File: src/rtl/id_ex_stage_pkg.sv
// Shared definitions for the ID/EX stage: ALU Signal codes, ALUOp
// encodings, default widths and the supported R-type funct check.
package id_ex_stage_pkg;

  localparam int unsigned WIDTH_DEF = 32;
  localparam int unsigned RADDR_DEF = 5;

  // ALU Signal codes (equal to the MIPS funct values they implement)
  localparam logic [5:0] SIG_AND = 6'b100100;
  localparam logic [5:0] SIG_OR  = 6'b100101;
  localparam logic [5:0] SIG_ADD = 6'b100000;
  localparam logic [5:0] SIG_SUB = 6'b100010;
  localparam logic [5:0] SIG_SLT = 6'b101010;
  localparam logic [5:0] SIG_SRL = 6'b000010;

  typedef enum logic [1:0] {
    ALUOP_ADD   = 2'b00,
    ALUOP_SUB   = 2'b01,
    ALUOP_RTYPE = 2'b10,
    ALUOP_OR    = 2'b11
  } alu_op_e;

  function automatic logic funct_supported(input logic [5:0] funct);
    case (funct)
      SIG_AND, SIG_OR, SIG_ADD, SIG_SUB, SIG_SLT, SIG_SRL: return 1'b1;
      default:                                            return 1'b0;
    endcase
  endfunction

endpackage

File: src/rtl/id_ex_stage_alu_control.sv
// ALU control decode: ALUOp/funct -> ALU Signal, plus illegal-funct flag.
// Purely combinational.
// Ports:
//   alu_op  in  2  ALUOp encoding
//   funct   in  6  instruction funct field
//   signal  out 6  ALU operation code
//   illegal out 1  R-type funct outside the supported set (Signal forced to ADD)
module id_ex_stage_alu_control
  import id_ex_stage_pkg::*;
(
  input  alu_op_e    alu_op,
  input  logic [5:0] funct,
  output logic [5:0] signal,
  output logic       illegal
);

  always_comb begin
    signal  = SIG_ADD;
    illegal = 1'b0;
    case (alu_op)
      ALUOP_ADD: signal = SIG_ADD;
      ALUOP_SUB: signal = SIG_SUB;
      ALUOP_OR:  signal = SIG_OR;
      ALUOP_RTYPE: begin
        if (funct_supported(funct)) begin
          signal = funct;
        end else begin
          illegal = 1'b1;
        end
      end
      default: signal = SIG_ADD;
    endcase
  end

endmodule

File: src/rtl/id_ex_stage.sv
// ID/EX pipeline register plus EX-stage operand preparation for the ALU.
// Optional feature macro: ID_EX_FORWARD_EN (EX/MEM and MEM/WB forwarding).
// Ports:
//   Clk, Reset (async, active-high), Stall, Flush
//   Id*        decoded fields and register read data from ID
//   ExMem*     EX/MEM forwarding source (write enable, rd, data)
//   MemWb*     MEM/WB forwarding source (write enable, rd, data)
//   Signal     ALU operation code
//   DataA/B    ALU operands
//   StoreData  forwarded rt value for stores
//   WriteReg   destination register (Rd or Rt)
//   RegWrite, MemRead, MemWrite, MemToReg  registered control
//   IllegalOp  registered R-type funct outside the supported set
module id_ex_stage
  import id_ex_stage_pkg::*;
#(
  parameter int unsigned WIDTH = WIDTH_DEF,
  parameter int unsigned RADDR = RADDR_DEF
) (
  input  logic             Clk,
  input  logic             Reset,
  input  logic             Stall,
  input  logic             Flush,
  input  logic [WIDTH-1:0] IdRD1,
  input  logic [WIDTH-1:0] IdRD2,
  input  logic [WIDTH-1:0] IdImm,
  input  logic [RADDR-1:0] IdRs,
  input  logic [RADDR-1:0] IdRt,
  input  logic [RADDR-1:0] IdRd,
  input  logic [4:0]       IdShamt,
  input  logic [5:0]       IdFunct,
  input  logic [1:0]       IdALUOp,
  input  logic             IdALUSrc,
  input  logic             IdRegDst,
  input  logic             IdRegWrite,
  input  logic             IdMemRead,
  input  logic             IdMemWrite,
  input  logic             IdMemToReg,
  input  logic             ExMemRegWrite,
  input  logic [RADDR-1:0] ExMemRd,
  input  logic [WIDTH-1:0] ExMemData,
  input  logic             MemWbRegWrite,
  input  logic [RADDR-1:0] MemWbRd,
  input  logic [WIDTH-1:0] MemWbData,
  output logic [5:0]       Signal,
  output logic [WIDTH-1:0] DataA,
  output logic [WIDTH-1:0] DataB,
  output logic [WIDTH-1:0] StoreData,
  output logic [RADDR-1:0] WriteReg,
  output logic             RegWrite,
  output logic             MemRead,
  output logic             MemWrite,
  output logic             MemToReg,
  output logic             IllegalOp
);

  logic [WIDTH-1:0] ex_rd1, ex_rd2, ex_imm;
  logic [RADDR-1:0] ex_rs, ex_rt, ex_rd;
  logic [4:0]       ex_shamt;
  logic [5:0]       ex_funct;
  alu_op_e          ex_alu_op;
  logic             ex_alu_src, ex_reg_dst;
  logic             ex_reg_write, ex_mem_read, ex_mem_write, ex_mem_to_reg;

  always_ff @(posedge Clk or posedge Reset) begin
    if (Reset) begin
      ex_rd1        <= '0;
      ex_rd2        <= '0;
      ex_imm        <= '0;
      ex_rs         <= '0;
      ex_rt         <= '0;
      ex_rd         <= '0;
      ex_shamt      <= '0;
      ex_funct      <= '0;
      ex_alu_op     <= ALUOP_ADD;
      ex_alu_src    <= 1'b0;
      ex_reg_dst    <= 1'b0;
      ex_reg_write  <= 1'b0;
      ex_mem_read   <= 1'b0;
      ex_mem_write  <= 1'b0;
      ex_mem_to_reg <= 1'b0;
    end else if (Flush) begin
      ex_rd1        <= '0;
      ex_rd2        <= '0;
      ex_imm        <= '0;
      ex_rs         <= '0;
      ex_rt         <= '0;
      ex_rd         <= '0;
      ex_shamt      <= '0;
      ex_funct      <= '0;
      ex_alu_op     <= ALUOP_ADD;
      ex_alu_src    <= 1'b0;
      ex_reg_dst    <= 1'b0;
      ex_reg_write  <= 1'b0;
      ex_mem_read   <= 1'b0;
      ex_mem_write  <= 1'b0;
      ex_mem_to_reg <= 1'b0;
    end else if (!Stall) begin
      ex_rd1        <= IdRD1;
      ex_rd2        <= IdRD2;
      ex_imm        <= IdImm;
      ex_rs         <= IdRs;
      ex_rt         <= IdRt;
      ex_rd         <= IdRd;
      ex_shamt      <= IdShamt;
      ex_funct      <= IdFunct;
      ex_alu_op     <= alu_op_e'(IdALUOp);
      ex_alu_src    <= IdALUSrc;
      ex_reg_dst    <= IdRegDst;
      ex_reg_write  <= IdRegWrite;
      ex_mem_read   <= IdMemRead;
      ex_mem_write  <= IdMemWrite;
      ex_mem_to_reg <= IdMemToReg;
    end
  end

  // Decoding from the registered ALUOp/funct makes the illegal flag a pure
  // function of ID/EX state, so it behaves exactly like a latched flag
  // (cleared by reset/flush, held by stall) without a separate register.
  id_ex_stage_alu_control u_alu_control (
    .alu_op  (ex_alu_op),
    .funct   (ex_funct),
    .signal  (Signal),
    .illegal (IllegalOp)
  );

  logic [WIDTH-1:0] fwd_a, fwd_b;

`ifdef ID_EX_FORWARD_EN
  // EX/MEM has priority over MEM/WB; $0 is never forwarded.
  always_comb begin
    fwd_a = ex_rd1;
    if (ExMemRegWrite && (ExMemRd != '0) && (ExMemRd == ex_rs)) begin
      fwd_a = ExMemData;
    end else if (MemWbRegWrite && (MemWbRd != '0) && (MemWbRd == ex_rs)) begin
      fwd_a = MemWbData;
    end
  end

  always_comb begin
    fwd_b = ex_rd2;
    if (ExMemRegWrite && (ExMemRd != '0) && (ExMemRd == ex_rt)) begin
      fwd_b = ExMemData;
    end else if (MemWbRegWrite && (MemWbRd != '0) && (MemWbRd == ex_rt)) begin
      fwd_b = MemWbData;
    end
  end
`else
  assign fwd_a = ex_rd1;
  assign fwd_b = ex_rd2;

  // Forwarding sources and rs are kept as ports/state but ignored here.
  logic unused_fwd;
  assign unused_fwd = ^{ExMemRegWrite, ExMemRd, ExMemData,
                        MemWbRegWrite, MemWbRd, MemWbData, ex_rs};
`endif

  // SRL shifts the rt value by shamt, so rt moves onto the A operand.
  always_comb begin
    if (Signal == SIG_SRL) begin
      DataA = fwd_b;
      DataB = WIDTH'(ex_shamt);
    end else begin
      DataA = fwd_a;
      DataB = ex_alu_src ? ex_imm : fwd_b;
    end
  end

  assign StoreData = fwd_b;
  assign WriteReg  = ex_reg_dst ? ex_rd : ex_rt;
  assign RegWrite  = ex_reg_write;
  assign MemRead   = ex_mem_read;
  assign MemWrite  = ex_mem_write;
  assign MemToReg  = ex_mem_to_reg;

endmodule

File: config.mk
export PLATFORM = sky130hd
export DESIGN_NAME = id_ex_stage
export DESIGN_NICKNAME = d
export VERILOG_FILES = /design/src/rtl/id_ex_stage_pkg.sv /design/src/rtl/id_ex_stage_alu_control.sv /design/src/rtl/id_ex_stage.sv
export SDC_FILE = /design/constraint.sdc
export NUM_CORES = 1
export LEC_CHECK = 0
export CAP_MARGIN = 5
export CORE_AREA = 2 2 127 129
export DETAILED_ROUTE_END_ITERATION = 6
export DIE_AREA = 0 0 129 131
export PLACE_DENSITY = 0.82
export REMOVE_ABC_BUFFERS = 1
export SLEW_MARGIN = 15
export SYNTH_ARGS = -nofsm -noshare
export SYNTH_HDL_FRONTEND = slang
export SYNTH_HIERARCHICAL = 1
export SYNTH_SLANG_ARGS = --single-unit
File: constraint.sdc
create_clock -name Clk -period 6.91 [get_ports Clk]
set_input_delay 1.382 -clock Clk [delete_from_list [all_inputs] [get_ports Clk]]
set_output_delay 1.382 -clock Clk [all_outputs]
set_load 0.01 [all_outputs]
==> results of run 1 <==
## cell usage in the layout (no fill, tap or decap), drive strengths merged, types with 2 or more instances in the layout
| cell | netlist | final |
|---|---|---|
| clkdlybuf4s50 | 0 | 237 |
| nor2 | 153 | 153 |
| mux2i | 152 | 152 |
| dfrtp | 125 | 125 |
| mux2 | 47 | 47 |
| clkbuf | 15 | 26 |
| buf | 26 | 8 |
| nand2 | 5 | 5 |
| bufinv | 0 | 3 |
| clkinv | 0 | 2 |
| and4bb | 2 | 2 |
| nand4b | 2 | 2 |
| inv | 2 | 2 |
## report_power, final
group	total, mW	switching (mW)	internal (mW)	leakage (nW)
registers	0.809	0.0354	0.774	1.66
logic	0.333	0.130	0.203	2.49
clock network	0.899	0.304	0.596	0.289
## worst min path at each step
stage,from,to,slack [ps]
final,ex_rd[4]$_DFFE_PP0P_,ex_rd[4]$_DFFE_PP0P_,510
after global routing,ex_rd1[7]$_DFFE_PP0P_,ex_rd1[7]$_DFFE_PP0P_,540
after CTS,ex_rd[4]$_DFFE_PP0P_,ex_rd[4]$_DFFE_PP0P_,520
after floorplan,ex_imm[0]$_DFFE_PP0P_,ex_imm[0]$_DFFE_PP0P_,480
after detailed placement,ex_rd1[31]$_DFFE_PP0P_,ex_rd1[31]$_DFFE_PP0P_,510
after global placement,ex_rd1[0]$_DFFE_PP0P_,ex_rd1[0]$_DFFE_PP0P_,500
## worst max-delay path, delay by kind of cell, from the launching register on
kind / cells / cell delay, ps
buffers and inverters: 1 / 540
flip-flops: 1 / 410
AO/OA/AOI/OAI: 1 / 70
AND/OR/NAND/NOR: 5 / 1960
## final cells by class
class / instances / area [sq um]
clock buffer: 26 / 489.2
inverter: 2 / 10.01
timing repair buffer: 245 / 2436
multi-input combinational: 372 / 2893
tap: 216 / 270.3
sequential: 125 / 3129
fill: 1311 / 6262
clock inverter: 6 / 107.6
## registers in the layout, summed over array words and instances, names as in the netlist, 2 cells and up
register / count
ex_rd: 5
ex_alu_op: 2
ex_rt: 5
ex_funct: 6
ex_imm: 32
ex_shamt: 5
StoreData: 32
ex_rd1: 32
## metrics by stage
step / setup WS, ps / hold WS (ps) / util
6_report: 2120 / 514.8 / 0.5985
4_1_cts: 2066 / 522.6 / 0.5985
2_1_floorplan: 1920 / 483.5 / -
3_5_place_dp: 2504 / 508.3 / 0.5602
5_1_grt: 1926 / 544.7 / 0.5985
3_3_place_gp: 2556 / 496.2 / 0.5602
## cells in the mapped netlist
cell type | n | area share
mux2i_1 | 152 | 0.24
inv_1 | 2 | 0.0012
nor4_2 | 1 | 0.0020
buf_12 | 3 | 0.0096
and3b_2 | 1 | 0.0016
o21ba_2 | 1 | 0.0016
conb_1 | 1 | 0.00060
buf_6 | 1 | 0.0018
dfrtp_1 | 125 | 0.50
mux2_2 | 17 | 0.030
nor2_1 | 153 | 0.091
o21a_1 | 1 | 0.0012
nand4b_1 | 2 | 0.0028
or4b_1 | 1 | 0.0016
a211oi_2 | 1 | 0.0020
mux2_4 | 30 | 0.072
buf_4 | 8 | 0.0096
o32ai_1 | 1 | 0.0014
nand3b_1 | 1 | 0.0012
clkbuf_1 | 15 | 0.0090
and4bb_2 | 2 | 0.0040
buf_2 | 14 | 0.011
nor2b_1 | 1 | 0.0010
nor3_1 | 1 | 0.00080
nand2_1 | 5 | 0.0030
## routing by layer
metal	track usage	vias up	wire length [microns]	part of all wire
li1	-	2282	-	-
met1	0.2325	2304	6853	0.44
met2	0.3109	153	7485	0.48
met3	0.06148	15	1187	0.075
met4	0.06841	0	215	0.014
met5	0	-	0	0
## kinds of logic after synthesis
family | count (synthesis) | synth area share
and+or+nand+nor | 168 | 0.1093
buffers and inverters | 43 | 0.04220
DFF | 125 | 0.4976
AOI/OAI and AO/OA | 4 | 0.006171
muxes | 199 | 0.3441
other | 1 | 0.0005966
==> impl_metrics.tcl, run 1 <==
set metrics [dict create \
    nets 973 \
    clock_sinks 125 \
    grt_pass1_wl_microns 24780 \
    syn2layout_area_growth_pct 48.51 \
    ys.warnings.count 6 \
    cp_slowest_cell "and3b_2" \
    routedWlPerCell_microns 15.87 \
    hold_path_depth 2 \
    grt_overflow 0 \
    ff2ff_path_depth 2 \
    drive_above_1_share 0.1147 \
    yosysSeqAreaShare 0.4976 \
    hp-class "reg2reg" \
    clock_latency_ps 400 \
    cp-startpoint "ex_funct[1]$_DFFE_PP0P_" \
    place_area_sq_um 8738 \
    max_cap_violations 0 \
    design_area_sq_um 9335 \
    dpl.hpwl_microns 10510 \
    status "finished clean" \
    synth_cells 540 \
    cts_resized 0 \
    final-hold-violation-count 0 \
    r2r_end "ex_alu_src$_DFFE_PP0P_" \
    num_vias 4754 \
    diodes 0 \
    worstPathArrival_ps 3410 \
    boundaryPins 322 \
    ys_ff_latch 125 \
    drt_wl_total_microns 15740 \
    power_density_nw_per_um2 218.7 \
    dieArea_sq_um 16900 \
    antenna_left 0 \
    initial_core_util 0.4030 \
    maxSlewHeadroom 0.2721 \
    grt_use_total 0.1883 \
    dp_cells 960 \
    fin_skew_ps 0 \
    route.detailed.drc 0 \
    p_leak_nw 4.437 \
    slew_violations 0 \
    cts_buffer_depth 2 \
    cts_max_level 4 \
    setup_tns_ps 0 \
    drt_pass1_iterations 4 \
    end_kind "output port" \
    clk_pin_slew_worst_paths_ps 50 \
    rows 46 \
    ys_types 25 \
    cp-endpoint "DataB[8]" \
    netlist_area_sq_um 6286 \
    vdd.ir_drop.worst_mv 0.1396 \
    place_congestion 0.7254 \
    cp_slowest_stage_delay_ps 700 \
    die-height_microns 131 \
    worstPathMaxFanout 27 \
    period_needed_ps 4790 \
    cts_tree "yes" \
    antenna_found_initial 0 \
    port_buffers 239 \
    fin_cells 992 \
    crit_chain "and4bb_2 -> a211oi_2 -> or4b_1 -> nor4_2 -> and3b_2 -> nor2_1 -> clkdlybuf4s50_1" \
    total_power_mw 2.042 \
    core_area_sq_um 15600 \
    viasPerCell 4.792 \
    criticalPathCategory "reg2out" \
    reg2reg_slack_ps 5450 \
    fin_crit_sh 0.6933 \
    cts_setup_buffers 0 \
    tightest_slew_ps 1092 \
    die_w_microns 129 \
    grt_max_degree 82 \
    setup_viol 0 \
    cts-root-buf "clkbuf_16" \
    cts_hold_buffers 0 \
    startpoint_type "flop" \
    avgSynthCellArea_sq_um 11.64 \
    grt_pass1_vias 4781 \
    fmax_ghz 0.2088 \
    cts_made_buffers 17 \
    timing.rr.start "ex_alu_src$_DFFE_PP0P_" \
    crit_required_ps 5530 \
    rsz0062_at_grt "false" \
    drt_iter0_drc 204 \
]
(Power assumes the default switching activity.)
==> run 2: changes to the inputs <==
Settings changed: CORE_AREA 2 2 127 129 to unset, CORE_MARGIN set to 2, CORE_UTILIZATION set to 36, DIE_AREA 0 0 129 131 to unset, PLACE_DENSITY 0.82 to 0.77.
Clock period 6.91 ns to 3.9 ns, I/O delays scaled along.
==> run 2 against run 1 <==
Net effect:
- die area rose by 9.7%
- clock-buffer cell count shrank 2
- cell area up 1.3%
- register-to-register slack worse by 2700 ps
- utilization fell by 4.8 points
- global-route usage down 0.71 points
- sequential share of layout area down 0.42 points
- wire length increased by 5.0%
- critical path type unchanged
==> impl_metrics.tcl, run 2 (synthesized netlist as in run 1, its figures left out) <==
set metrics [dict create \
    fmax_ghz 0.2647 \
    cts-root-buf "clkbuf_16" \
    max_cap_violations 0 \
    tightest_slew_ps 693.5 \
    final-hold-violation-count 0 \
    total_power_mw 3.593 \
    diodes 0 \
    layout_commonest_cell "clkdlybuf4s50_1" \
    drt_wl_total_microns 16520 \
    hp-class "reg2reg" \
    final_cell_mix "clkdlybuf4s50_1 (200), nor2_1 (153), mux2i_1 (152)" \
    place_congestion 0.7543 \
    num_vias 4826 \
    dieArea_sq_um 18530 \
    grt_pass1_vias 4850 \
    cp_slowest_stage_delay_ps 520 \
    nets 982 \
    fin_crit_sh 0.9686 \
    drt_iter0_drc 157 \
    power_density_nw_per_um2 380.1 \
    slew_violations 0 \
    crit_cells 9 \
    antenna_found_initial 0 \
    drt_pass1_iterations 4 \
    switching_share 0.2340 \
    status "finished clean" \
    drive_above_1_share 0.1405 \
    p_leak_nw 4.654 \
    criticalPathCategory "reg2out" \
    crit_chain "and4bb_2 -> a211oi_2 -> or4b_4 -> nor4_4 -> nand3b_1 -> buf_6 -> bufbuf_16 -> mux2_4 -> clkdlybuf4s15_1" \
    intPower_mw 2.752 \
    end_kind "output port" \
    route.detailed.drc 0 \
    worst-path-buf-inv 3 \
    setup_viol 0 \
    crit_family "simple AND/OR/NAND/NOR gates" \
    core_area_sq_um 17180 \
    period_needed_ps 3778 \
    cts_hold_buffers 0 \
    boundaryPins 322 \
    clock_sinks 125 \
    clk_pin_slew_worst_paths_ps 60 \
    vdd.ir_drop.worst_mv 0.2634 \
    cp_slowest_cell "or4b_4" \
    fin_skew_ps 0 \
    antenna_left 0 \
    hold_path_depth 2 \
    power_frac_comb 0.163 \
    fill_cells 1525 \
    cts_made_buffers 17 \
    worstPathArrival_ps 3000 \
    maxSlewHeadroom 0.5376 \
    rows 48 \
    grt_overflow 0 \
    dpl.hpwl_microns 11270 \
    startpoint_type "flop" \
    die_w_microns 136.1 \
    cts_tree "yes" \
    crit_required_ps 3120 \
    viasPerCell 4.788 \
    syn2layout_area_growth_pct 50.38 \
    die-height_microns 136.1 \
    cts_max_level 4 \
    port_buffers 239 \
    grt_max_degree 69 \
    routedWlPerCell_microns 16.39 \
    p_sw_mw 0.8406 \
    grt_pass1_wl_microns 26150 \
    cts_buffer_depth 2 \
    seqPwrFrac 0.398 \
    clock_latency_ps 400 \
    grt_use_total 0.1812 \
    initial_core_util 0.3660 \
    worstPathMaxFanout 9 \
    clkPwrFrac 0.439 \
    ff2ff_path_depth 3 \
    fin_cells 1008 \
    dp_cells 973 \
]
## run 2: cell types whose count changed in the layout (fill, tap and decap cells not counted), sizes merged
cell	delta
clkdlybuf4s50	-37
bufinv	-1
clkdlybuf4s15	+1
bufbuf	+1
clkinv	+1
dlygate4sd2	+28
clkbuf	+6
buf	+8
## run 2: area by class of cell
| cell class | count | area (sq um) | share of cell area |
|---|---|---|---|
| sequential | 125 | 3129 | 0.3310 |
| multi-input combinational | 372 | 2905 | 0.3073 |
| timing repair buffer | 254 | 2532 | 0.2679 |
| clock buffer | 24 | 511.7 | 0.05414 |
| tap | 225 | 281.5 | 0.02978 |
| clock inverter | 6 | 82.58 | 0.008736 |
| inverter | 2 | 10.01 | 0.001059 |
## run 2: final timing paths
check	endpoint	slack (ps)	from
min in group asynchronous	ex_rd1[31]$_DFFE_PP0P_	770	Reset
min reg2reg	ex_imm[23]$_DFFE_PP0P_	520	ex_imm[23]$_DFFE_PP0P_
max in group asynchronous	ex_imm[15]$_DFFE_PP0P_	2370	Reset
min	ex_imm[23]$_DFFE_PP0P_	520	ex_imm[23]$_DFFE_PP0P_
max reg2reg	ex_alu_src$_DFFE_PP0P_	2720	ex_alu_src$_DFFE_PP0P_
max	DataA[7]	120	ex_funct[1]$_DFFE_PP0P_
## run 2: metal layers
metal | vias to the layer above | share of wire | global-route usage
li1 | 2304 | - | -
met1 | 2335 | 0.42 | 0.2266
met2 | 167 | 0.48 | 0.2951
met3 | 20 | 0.077 | 0.06115
met4 | 0 | 0.016 | 0.05845
met5 | - | 0 | 0
## run 2: power groups by stage
stage	clock, mW	combinational (mW)	sequential [mW]
finish	1.58	0.587	1.43
global route	1.68	0.638	1.44
CTS	1.62	0.597	1.43
detailed placement	0	0.609	1.45
global placement	0	0.600	1.45
floorplan	0	0.232	1.45
## run 2: stage by stage
stage	utilization	hold WS (ps)	instance area [sq um]	setup TNS, ps	setup WS [ps]
after floorplan	-	483.5	6028	-43470	-488.3
after global placement	0.5141	498.5	8830	0	211.5
after detailed placement	0.5141	511.2	8830	0	215.9
after CTS	0.5514	523.9	9470	0	40.19
after global routing	0.5503	544.0	9453	-13.31	-13.31
final	0.5503	516.6	9453	0	122.3
## run 2: timing repair
action / 4_1_cts / 5_1_grt
cloned: 1 / 0
buffers inserted: 3 / 1
resized for setup: 45 / 18
pin swaps: 2 / 1
endpoints found under the hold margin: 0 / 0
setup endpoints to repair: 39 / 9
## run 2: worst min-delay path, stage by stage (launching register included)
cell	delay [ps]
dfrtp_1	340
mux2i_1	70
nor2_1	70
